### src/rtl/wave_display_render_pkg.sv
// Shared constants for the waveform display renderer: line FSM encodings,
// window geometry and the sample-to-row mapping.
package wave_display_render_pkg;

    localparam logic [2:0] OUTSIDE = 3'b100;
    localparam logic [2:0] FIRST   = 3'b010;
    localparam logic [2:0] DRAW    = 3'b001;

    localparam logic [10:0] WIN_W = 11'd512;
    localparam logic [9:0]  WIN_H = 10'd512;

    // Offset-binary sample to screen row: the largest value lands on row 0.
    function automatic logic [7:0] sample_row(input logic [7:0] s);
        return 8'd255 - s;
    endfunction

endpackage

### src/rtl/dff.sv
// Register primitives: plain, synchronously resettable, and resettable with
// load enable. Reset is synchronous and active-high.
module dff #(
    parameter int W = 1
) (
    input  logic         i_clk,
    input  logic [W-1:0] i_d,
    output logic [W-1:0] o_q
);
    // Plain register.
    always_ff @(posedge i_clk) begin
        o_q <= i_d;
    end
endmodule

module dffr #(
    parameter int           W       = 1,
    parameter logic [W-1:0] RST_VAL = {W{1'b0}}
) (
    input  logic         i_clk,
    input  logic         i_reset,
    input  logic [W-1:0] i_d,
    output logic [W-1:0] o_q
);
    // Register with synchronous reset.
    always_ff @(posedge i_clk) begin
        if (i_reset) begin
            o_q <= RST_VAL;
        end else begin
            o_q <= i_d;
        end
    end
endmodule

module dffre #(
    parameter int           W       = 1,
    parameter logic [W-1:0] RST_VAL = {W{1'b0}}
) (
    input  logic         i_clk,
    input  logic         i_reset,
    input  logic         i_en,
    input  logic [W-1:0] i_d,
    output logic [W-1:0] o_q
);
    // Register with synchronous reset and load enable.
    always_ff @(posedge i_clk) begin
        if (i_reset) begin
            o_q <= RST_VAL;
        end else if (i_en) begin
            o_q <= i_d;
        end else begin
            o_q <= o_q;
        end
    end
endmodule

### src/rtl/wave_display_render_pixel_test.sv
// Decides whether a pixel row falls on the vertical segment joining the
// previous and current samples.
module wave_pixel_test
    import wave_display_render_pkg::*;
(
    input  logic [7:0] i_ry,
    input  logic [7:0] i_prev_s,
    input  logic [7:0] i_curr_s,
    input  logic       i_active,
    output logic       o_lit
);
    logic [7:0] w_p;
    logic [7:0] w_c;
    logic [7:0] w_lo;
    logic [7:0] w_hi;

    assign w_p = sample_row(i_prev_s);
    assign w_c = sample_row(i_curr_s);

    // Order the segment end points so the range test is a simple bracket.
    always_comb begin
        w_lo = w_p;
        w_hi = w_c;
        if (w_p <= w_c) begin
            w_lo = w_p;
            w_hi = w_c;
        end else begin
            w_lo = w_c;
            w_hi = w_p;
        end
    end

    assign o_lit = i_active && (i_ry >= w_lo) && (i_ry <= w_hi);

endmodule

### src/rtl/wave_display_render.sv
// Renders the displayed half of the waveform sample RAM as a connected trace
// inside a 512x512 window; two-cycle pipeline from coordinates to colour.
module wave_display_render
    import wave_display_render_pkg::*;
#(
    parameter logic [10:0] X_START   = 11'd256,
    parameter logic [23:0] TRACE_RGB = 24'hFFFFFF
) (
    input  logic        clk,
    input  logic        reset,
    input  logic [10:0] x,
    input  logic [9:0]  y,
    input  logic        valid,
    input  logic        read_index,
    input  logic [7:0]  read_value,
    output logic [8:0]  read_address,
    output logic        valid_pixel,
    output logic [7:0]  r,
    output logic [7:0]  g,
    output logic [7:0]  b,
    output logic        wave_display_idle
);
    logic [10:0] w_dx;
    logic [7:0]  w_idx0;
    logic        w_in_win0;
    logic        w_frame_start;
    logic        w_unused;
    logic        r_display_half;

    logic        r_valid1;
    logic        r_in_win1;
    logic [7:0]  r_ry1;
    logic [7:0]  r_idx1;

    logic [2:0]  r_state;
    logic [7:0]  r_prev_s;
    logic [7:0]  r_curr_s;
    logic [7:0]  r_last_idx;
    logic [2:0]  w_state_nxt;
    logic [7:0]  w_prev_nxt;
    logic [7:0]  w_curr_nxt;
    logic [7:0]  w_last_idx_nxt;

    logic        w_lit;
    logic [23:0] w_rgb_nxt;
    logic [23:0] r_rgb;

    // Stage 0: window test and RAM address.
    assign w_dx          = x - X_START;
    assign w_idx0        = w_dx[8:1];
    assign w_in_win0     = valid && (x >= X_START) && (w_dx < WIN_W) && (y < WIN_H);
    assign w_frame_start = valid && (x == 11'd0) && (y == 10'd0);
    assign read_address  = {r_display_half, w_idx0};
    assign w_unused      = ^{y[0], w_dx[0]};

    // The displayed half only changes at frame start so a frame never tears.
    dffre #(.W(1), .RST_VAL(1'b0)) u_half (
        .i_clk(clk), .i_reset(reset), .i_en(w_frame_start),
        .i_d(read_index), .o_q(r_display_half)
    );

    dffr #(.W(1), .RST_VAL(1'b0)) u_valid1 (
        .i_clk(clk), .i_reset(reset), .i_d(valid), .o_q(r_valid1)
    );
    dffr #(.W(1), .RST_VAL(1'b0)) u_in_win1 (
        .i_clk(clk), .i_reset(reset), .i_d(w_in_win0), .o_q(r_in_win1)
    );
    dff #(.W(8)) u_ry1  (.i_clk(clk), .i_d(y[8:1]), .o_q(r_ry1));
    dff #(.W(8)) u_idx1 (.i_clk(clk), .i_d(w_idx0), .o_q(r_idx1));

    // Stage 1 line FSM; the updated sample pair is used for this pixel.
    always_comb begin
        w_state_nxt    = r_state;
        w_prev_nxt     = r_prev_s;
        w_curr_nxt     = r_curr_s;
        w_last_idx_nxt = r_last_idx;
        if (r_valid1) begin
            w_last_idx_nxt = r_idx1;
            if (!r_in_win1) begin
                w_state_nxt = OUTSIDE;
            end else begin
                case (r_state)
                    OUTSIDE: begin
                        w_state_nxt = FIRST;
                        w_prev_nxt  = read_value;
                        w_curr_nxt  = read_value;
                    end
                    FIRST, DRAW: begin
                        w_state_nxt = DRAW;
                        if (r_idx1 != r_last_idx) begin
                            w_prev_nxt = r_curr_s;
                            w_curr_nxt = read_value;
                        end else begin
                            w_prev_nxt = r_prev_s;
                            w_curr_nxt = r_curr_s;
                        end
                    end
                    default: begin
                        w_state_nxt = OUTSIDE;
                    end
                endcase
            end
        end else begin
            w_state_nxt = r_state;
        end
    end

    dffr #(.W(3), .RST_VAL(OUTSIDE)) u_state (
        .i_clk(clk), .i_reset(reset), .i_d(w_state_nxt), .o_q(r_state)
    );
    dffr #(.W(8), .RST_VAL(8'd128)) u_prev (
        .i_clk(clk), .i_reset(reset), .i_d(w_prev_nxt), .o_q(r_prev_s)
    );
    dffr #(.W(8), .RST_VAL(8'd128)) u_curr (
        .i_clk(clk), .i_reset(reset), .i_d(w_curr_nxt), .o_q(r_curr_s)
    );
    dffr #(.W(8), .RST_VAL(8'd0)) u_last_idx (
        .i_clk(clk), .i_reset(reset), .i_d(w_last_idx_nxt), .o_q(r_last_idx)
    );

    wave_pixel_test u_pixel_test (
        .i_ry(r_ry1),
        .i_prev_s(w_prev_nxt),
        .i_curr_s(w_curr_nxt),
        .i_active(r_valid1 && (w_state_nxt != OUTSIDE)),
        .o_lit(w_lit)
    );

    assign w_rgb_nxt = w_lit ? TRACE_RGB : 24'h000000;

    // Stage 2: registered colour, pixel strobe and idle flag.
    dffr #(.W(24), .RST_VAL(24'h000000)) u_rgb (
        .i_clk(clk), .i_reset(reset), .i_d(w_rgb_nxt), .o_q(r_rgb)
    );
    dffr #(.W(1), .RST_VAL(1'b0)) u_vp (
        .i_clk(clk), .i_reset(reset), .i_d(r_valid1), .o_q(valid_pixel)
    );
    dffr #(.W(1), .RST_VAL(1'b1)) u_idle (
        .i_clk(clk), .i_reset(reset), .i_d(y[9]), .o_q(wave_display_idle)
    );

    assign {r, g, b} = r_rgb;

endmodule

### config.mk
export PLATFORM = sky130hd
export DESIGN_NAME = wave_display_render
export DESIGN_NICKNAME = d
export VERILOG_FILES = /design/src/rtl/wave_display_render_pkg.sv /design/src/rtl/dff.sv /design/src/rtl/wave_display_render_pixel_test.sv /design/src/rtl/wave_display_render.sv
export SDC_FILE = /design/constraint.sdc
export NUM_CORES = 1
export LEC_CHECK = 0
export CAP_MARGIN = 10
export CORE_ASPECT_RATIO = 0.5
export CORE_MARGIN = 2
export CORE_UTILIZATION = 52
export CTS_CLUSTER_DIAMETER = 120
export DETAILED_ROUTE_END_ITERATION = 10
export PLACE_DENSITY = 0.92
export SLEW_MARGIN = 25
export SYNTH_ARGS = -nofsm -noshare
export SYNTH_HDL_FRONTEND = slang
export SYNTH_SLANG_ARGS = --single-unit
### constraint.sdc
create_clock -name clk -period 7 [get_ports clk]
set_clock_uncertainty 0.1 [all_clocks]
set_input_delay 2.1 -clock clk [delete_from_list [all_inputs] [get_ports clk]]
set_output_delay 2.1 -clock clk [all_outputs]
set_load 0.005 [all_outputs]
==> run_results.csv, run 1 <==
group,metric,value,unit
logic_synthesis,synth_commonest_cells,"dfxtp_1 (49), mux2i_1 (32), buf_4 (31), nor2_1 (30), ha_1 (27)",
logic_synthesis,syn_area_per_cell,9.77,sq um
sta,setup_viol,0,
sta,worstMarginPinSlew,0.647,ns
worst_setup_path,r2r-start,"u_valid1.o_q",
logic_synthesis,ys_seq_area_share,37.1,%
sta,relSlewSlack,56.7,%
logic_synthesis,yosys_warnings,0,
routing,drtAntennaViolNets,0,
pwr,ir_drop,0.131,mV
routing,wirelength,5410,um
die,ios,68,
logic_synthesis,synthTopCellsByArea,"dfxtp_1 (37%), ha_1 (13%), mux2i_1 (12%), buf_4 (8.8%), nor2_1 (4.3%)",
clock_network,clock-sinks,49,
global_routing,grt_max_degree,33,
place,globalplace.congestion,0.865,
sta,rsz0062_at_grt,"no",
die,coreArea,0.00491,sq mm
routing,firstDrtPassIters,5,
logic_synthesis,postSynthCellCount,271,
routing,num_vias,2031,
die,die_h,54.5,um
sta,hold_violations,0,
pwr,power_density,167,mW/mm^2
clock_network,cts_buffers,5,
global_routing,grt_pass1_vias,2034,
worst_setup_path,critPathLaunch,"read_value[1]",
logic_synthesis,synthDistinctLibCells,38,
sta,tns,0,ns
logic_synthesis,synth_edf_count,0,
sta,fmax,166,MHz
finish,nNetsFinal,368,
logic_synthesis,yosys.area.top_type,"dfxtp_1",
logic_synthesis,syn_nets,331,
worst_setup_path,path_max_fanout,10,
routing,remaining_drc_errors,0,
logic_synthesis,synthArstFlopShare,0,%
global_routing,grtUsageTotal,19.8,%
global_routing,grt_first_pass_wirelength,8930,um
global_routing,grt_remaining_overflow,0,
finish,area_growth,22.3,%
routing,vias_per_cell,5.36,
die,floorplan.die_area,0.00571,sq mm
clock_network,cts_max_level,2,
pwr,p_leak,1.41,nW
logic_synthesis,synth_seq_cells,49,
sta,maxSlewViolCount,0,
clock_network,cts-resized-gates,0,
global_routing,antenna_found_initial,0,
place,dpl.hpwl,4170,um
global_routing,busiest_layer,"met2",
clock_network,clk_pin_slew,0.10,ns
clock_network,insertion_delay,0.31,ns
global_routing,grtUsageMet3,5.24,%
run,max-cap-violations,0,
finish,postLayoutCellArea,0.00324,sq mm
sta,finalCritPeriodShare,86.0,%
worst_setup_path,crit_arrival,6.13,ns
place,placed_area,0.00314,sq mm
logic_synthesis,synth_area,0.00265,sq mm
die,rows,18,
clock_network,ctsHoldBuffers,0,
min_path,min_from,"u_half.o_q",
logic_synthesis,synth_top_cell_area_share,37.1,%
outcome,outcome,"complete, no violations",
global_routing,use_met1,21.4,%
routing,drt-initial-drc-count,57,
worst_setup_path,crit_required,7.11,ns
sta,period_needed,6.02,ns
global_routing,use_met2,39.8,%
die,dieWidth,105,um
die,initial_core_util,53.9,%
clock_network,post_cts_buffers,0,
place,io_buffers,67,
worst_setup_path,worst_setup_path_end_kind,"register",
min_path,holdCritPathClass,"reg -> reg",
finish,drive_gt1_share,5.18,%
clock_network,root_buffer,"clkbuf_8",
logic_synthesis,ys.flop_type,"dfxtp_1",
clock_network,clockBufferDepth,2,
logic_synthesis,synth.most_common_cell,"dfxtp_1",
worst_setup_path,crit_type,"in -> reg",
finish,fill_cells,411,
worst_setup_path,critPathLaunchType,"input pin",
routing,wl_per_cell,14.3,um
finish,n_antenna_cell,0,
clock_network,cts_tree,"done",
-- critical path, stage by stage --
cell,delay [ns]
clkdlybuf4s50_1,0.42
a222oi_1,0.56
ha_1,0.36
nor2b_1,0.14
o21ai_0,0.20
nand2b_1,0.09
a21oi_1,0.15
o31a_1,0.37
buf_4,0.29
mux2i_1,0.23
ha_1,0.27
a2111oi_0,0.54
o21ai_0,0.17
and3_1,0.21
-- placed cells by master (no fill, tap or decap), drive strengths merged, types with 2 or more instances in the layout --
| cell | n |
|---|---|
| dfxtp | 49 |
| nand4 | 7 |
| o22ai | 2 |
| clkbuf | 5 |
| nor2 | 30 |
| nor4 | 3 |
| nor2b | 6 |
| xnor2 | 9 |
| nand2 | 3 |
| clkdlybuf4s50 | 66 |
| o21ai | 6 |
| o21a | 2 |
| a21oi | 9 |
| a222oi | 7 |
| buf | 2 |
| nor3 | 4 |
| ha | 27 |
| or4b | 2 |
| a21o | 4 |
| nand2b | 6 |
| inv | 15 |
| mux2i | 32 |
-- worst paths after layout --
check                        to  slack (ns)  cells after the start
hold reg to reg      u_half.o_q        0.43                      2
hold / removal       u_half.o_q        0.43                      2
setup reg to reg  u_rgb.o_q[22]        1.72                     16
setup / recovery  u_rgb.o_q[22]        0.98                     14
-- layout make-up --
class	instances	area [sq um]	share of cell area (%)
Tap cell	70	87.6	2.71
Clock buffer	5	68.8	2.13
Inverter	13	48.8	1.51
Timing Repair Buffer	68	673	20.8
Clock inverter	3	28.8	0.889
Multi-Input combinational cell	171	1350	41.7
Sequential cell	49	981	30.3
-- power breakdown --
| group | switching, mW | internal, mW |
|---|---|---|
| logic | 0.0266 | 0.0397 |
| clock network | 0.106 | 0.0749 |
| registers | 0.00690 | 0.287 |
| total | 0.139 | 0.402 |
-- per-layer routing --
layer | vias up | part of all wire [%]
li1 | 1002 | -
met1 | 959 | 44
met2 | 63 | 50
met3 | 7 | 5.8
met4 | 0 | 0.87
met5 | - | 0
-- state kept, by name, summed over array words and instances (netlist names) --
| signal | flops |
|---|---|
| u_curr.o_q | 8 |
| u_idx1.o_q | 8 |
| u_last_idx.o_q | 8 |
| u_prev.o_q | 8 |
| u_ry1.o_q | 8 |
| u_state.o_q | 3 |
| u_half.o_q | 1 |
| u_idle.o_q | 1 |
| u_in_win1.o_q | 1 |
| u_rgb.o_q | 1 |
| u_valid1.o_q | 1 |
| u_vp.o_q | 1 |
-- stage by stage --
| stage | setup slack, ns | cells | utilization (%) | hold WS (ns) | total power [mW] |
|---|---|---|---|---|---|
| after global routing | 0.870 | 379 | 65.9 | 0.474 | 0.560 |
| final | 0.978 | 379 | 65.9 | 0.425 | 0.541 |
| after global placement | 1.16 | 371 | 64.0 | 0.389 | 0.363 |
| after detailed placement | 0.810 | 371 | 63.9 | 0.393 | 0.367 |
| after CTS | 1.11 | 379 | 65.9 | 0.429 | 0.544 |
| after floorplan | 1.60 | 271 | - | 0.365 | 0.336 |
-- cell families after synthesis --
kind of cell | share of synthesized area [%]
compound gates | 9.74
simple gates | 12.6
buf+inv | 12.0
flops | 37.1
mux | 12.5
xor+xnor | 3.31
fa+ha+maj | 12.8
No activity file was read; power rests on OpenSTA's default activity.
==> run 2, diff against run 1 <==
- CTS_CLUSTER_DIAMETER: 120 -> not set
==> results of run 2 <==
Same layout as run 1: the final DEF is identical, and so are final timing and power.
==> run 3, diff against run 2 <==
- CORE_MARGIN: 2 -> 5
==> run_results.csv, run 3 (synthesized netlist as in run 1, its figures left out) <==
group,metric,value,unit
outcome,outcome,"complete, no violations",
pwr,ir_drop,0.130,mV
sta,setup_viol,0,
finish,final_common_cell,"clkdlybuf4s50_1",
clock_network,clock-sinks,49,
finish,area_growth,22.8,%
worst_setup_path,cp_slowest_stage_delay,0.55,ns
place,io_buffers,67,
routing,wirelength,5660,um
worst_setup_path,crit_type,"in -> reg",
global_routing,antenna_found_initial,0,
sta,tns,0,ns
clock_network,ctsHoldBuffers,0,
clock_network,root_buffer,"clkbuf_8",
die,dieWidth,111,um
clock_network,cts-resized-gates,0,
worst_setup_path,cp.depth,14,
clock_network,cts_tree,"done",
clock_network,clockBufferDepth,2,
sta,worstMarginPinSlew,0.745,ns
die,floorplan.die_area,0.00671,sq mm
place,globalplace.congestion,0.844,
global_routing,grt_first_pass_wirelength,9230,um
finish,final_cell_mix,"clkdlybuf4s50_1 (66), dfxtp_1 (49), mux2i_1 (32), nor2_1 (30), ha_1 (27)",
min_path,holdCritPathClass,"reg -> reg",
clock_network,clk_pin_slew,0.09,ns
worst_setup_path,crit_arrival,5.91,ns
clock_network,cts_buffers,5,
global_routing,grt_remaining_overflow,0,
sta,hold_ws,0.410,ns
clock_network,cts_max_level,2,
global_routing,grt_pass1_vias,2043,
sta,period_needed,5.81,ns
routing,drtAntennaViolNets,0,
min_path,min_path_cells,2,
worst_setup_path,cp_cell_sequence,"clkdlybuf4s50_1, a222oi_1, ha_1, nor2b_1, o21ai_0, nand2b_1, a21oi_1, o31a_1, buf_4, mux2i_1, ha_1, a2111oi_0, o21ai_0, and3_1",
die,rows,18,
sta,relSlewSlack,50.2,%
place,dpl.hpwl,4260,um
worst_setup_path,crit_path_top_delay_cell,"a222oi_1",
finish,final_core_util,65.9,%
clock_network,post_cts_buffers,0,
routing,drt-initial-drc-count,110,
pwr,p_leak,1.42,nW
clock_network,insertion_delay,0.31,ns
routing,firstDrtPassIters,5,
worst_setup_path,worst_setup_path_end_kind,"register",
sta,rsz0062_at_grt,"no",
sta,hold_violations,0,
sta,maxSlewViolCount,0,
routing,remaining_drc_errors,0,
worst_setup_path,reg2reg_depth,16,
die,die_h,60.5,um
run,max-cap-violations,0,
sta,fmax,172,MHz
sta,finalCritPeriodShare,83.0,%
worst_setup_path,critPathLaunchType,"input pin",
finish,nNetsFinal,368,
routing,vias_per_cell,5.41,
routing,num_vias,2052,
worst_setup_path,crit_required,7.10,ns
die,ios,68,
worst_setup_path,cp_top_family,"compound AO/OA/AOI/OAI gates",
worst_setup_path,path_max_fanout,10,
worst_setup_path,path_buf_inv,2,
finish,n_antenna_cell,0,
routing,wl_per_cell,14.9,um
pwr,power_density,174,mW/mm^2
die,coreArea,0.00493,sq mm
finish,drive_gt1_share,5.18,%
global_routing,grtUsageTotal,17.2,%
global_routing,grt_max_degree,33,
die,initial_core_util,53.7,%
run 3: area by class of cell:
class | count | area (sq um)
Fill cell | 358 | 1680
Multi-Input combinational cell | 171 | 1350
Sequential cell | 49 | 981
Tap cell | 70 | 87.6
Inverter | 13 | 48.8
Timing Repair Buffer | 68 | 673
Clock inverter | 3 | 43.8
Clock buffer | 5 | 68.8
run 3: final timing paths:
path,startpoint,endpoint,slack [ns]
setup / recovery,read_value[1],u_rgb.o_q[22],1.19
hold / removal,u_half.o_q,u_half.o_q,0.41
setup reg to reg,u_valid1.o_q,u_rgb.o_q[22],1.90
hold reg to reg,u_half.o_q,u_half.o_q,0.41
run 3: routing by layer:
metal  routed length (um)  GRT usage (%)  vias to the layer above
li1                     -              -                     1004
met1                 2370           19.0                      962
met2                 2740           30.9                       73
met3                  435           6.18                       13
met4                  114           7.89                        0
met5                    0              0                        -
run 3: worst reg2reg max path, delay by kind of cell (launching register included):
kind | cells | cell delay (ns)
AND/OR/NAND/NOR | 3 | 0.41
buffers and inverters | 2 | 0.39
adder cells (fa/ha/maj) | 2 | 0.59
multiplexers | 2 | 0.65
flip-flops | 1 | 0.73
AO/OA/AOI/OAI | 7 | 2.13
run 3: report_power, final:
group / internal, mW / switching (mW) / leakage (nW)
sequential: 0.287 / 0.00688 / 0.403
combinational: 0.0396 / 0.0270 / 0.960
clock: 0.107 / 0.0975 / 0.0585
run 3: through the flow:
step | setup slack [ns] | total power, mW | std cells | area (sq um)
6_report | 1.19 | 0.565 | 379 | 3250
2_1_floorplan | 1.60 | 0.336 | 271 | 2650
3_3_place_gp | 1.17 | 0.364 | 371 | 3140
4_1_cts | 1.18 | 0.570 | 379 | 3260
3_5_place_dp | 0.864 | 0.367 | 371 | 3140
5_1_grt | 0.877 | 0.589 | 379 | 3250
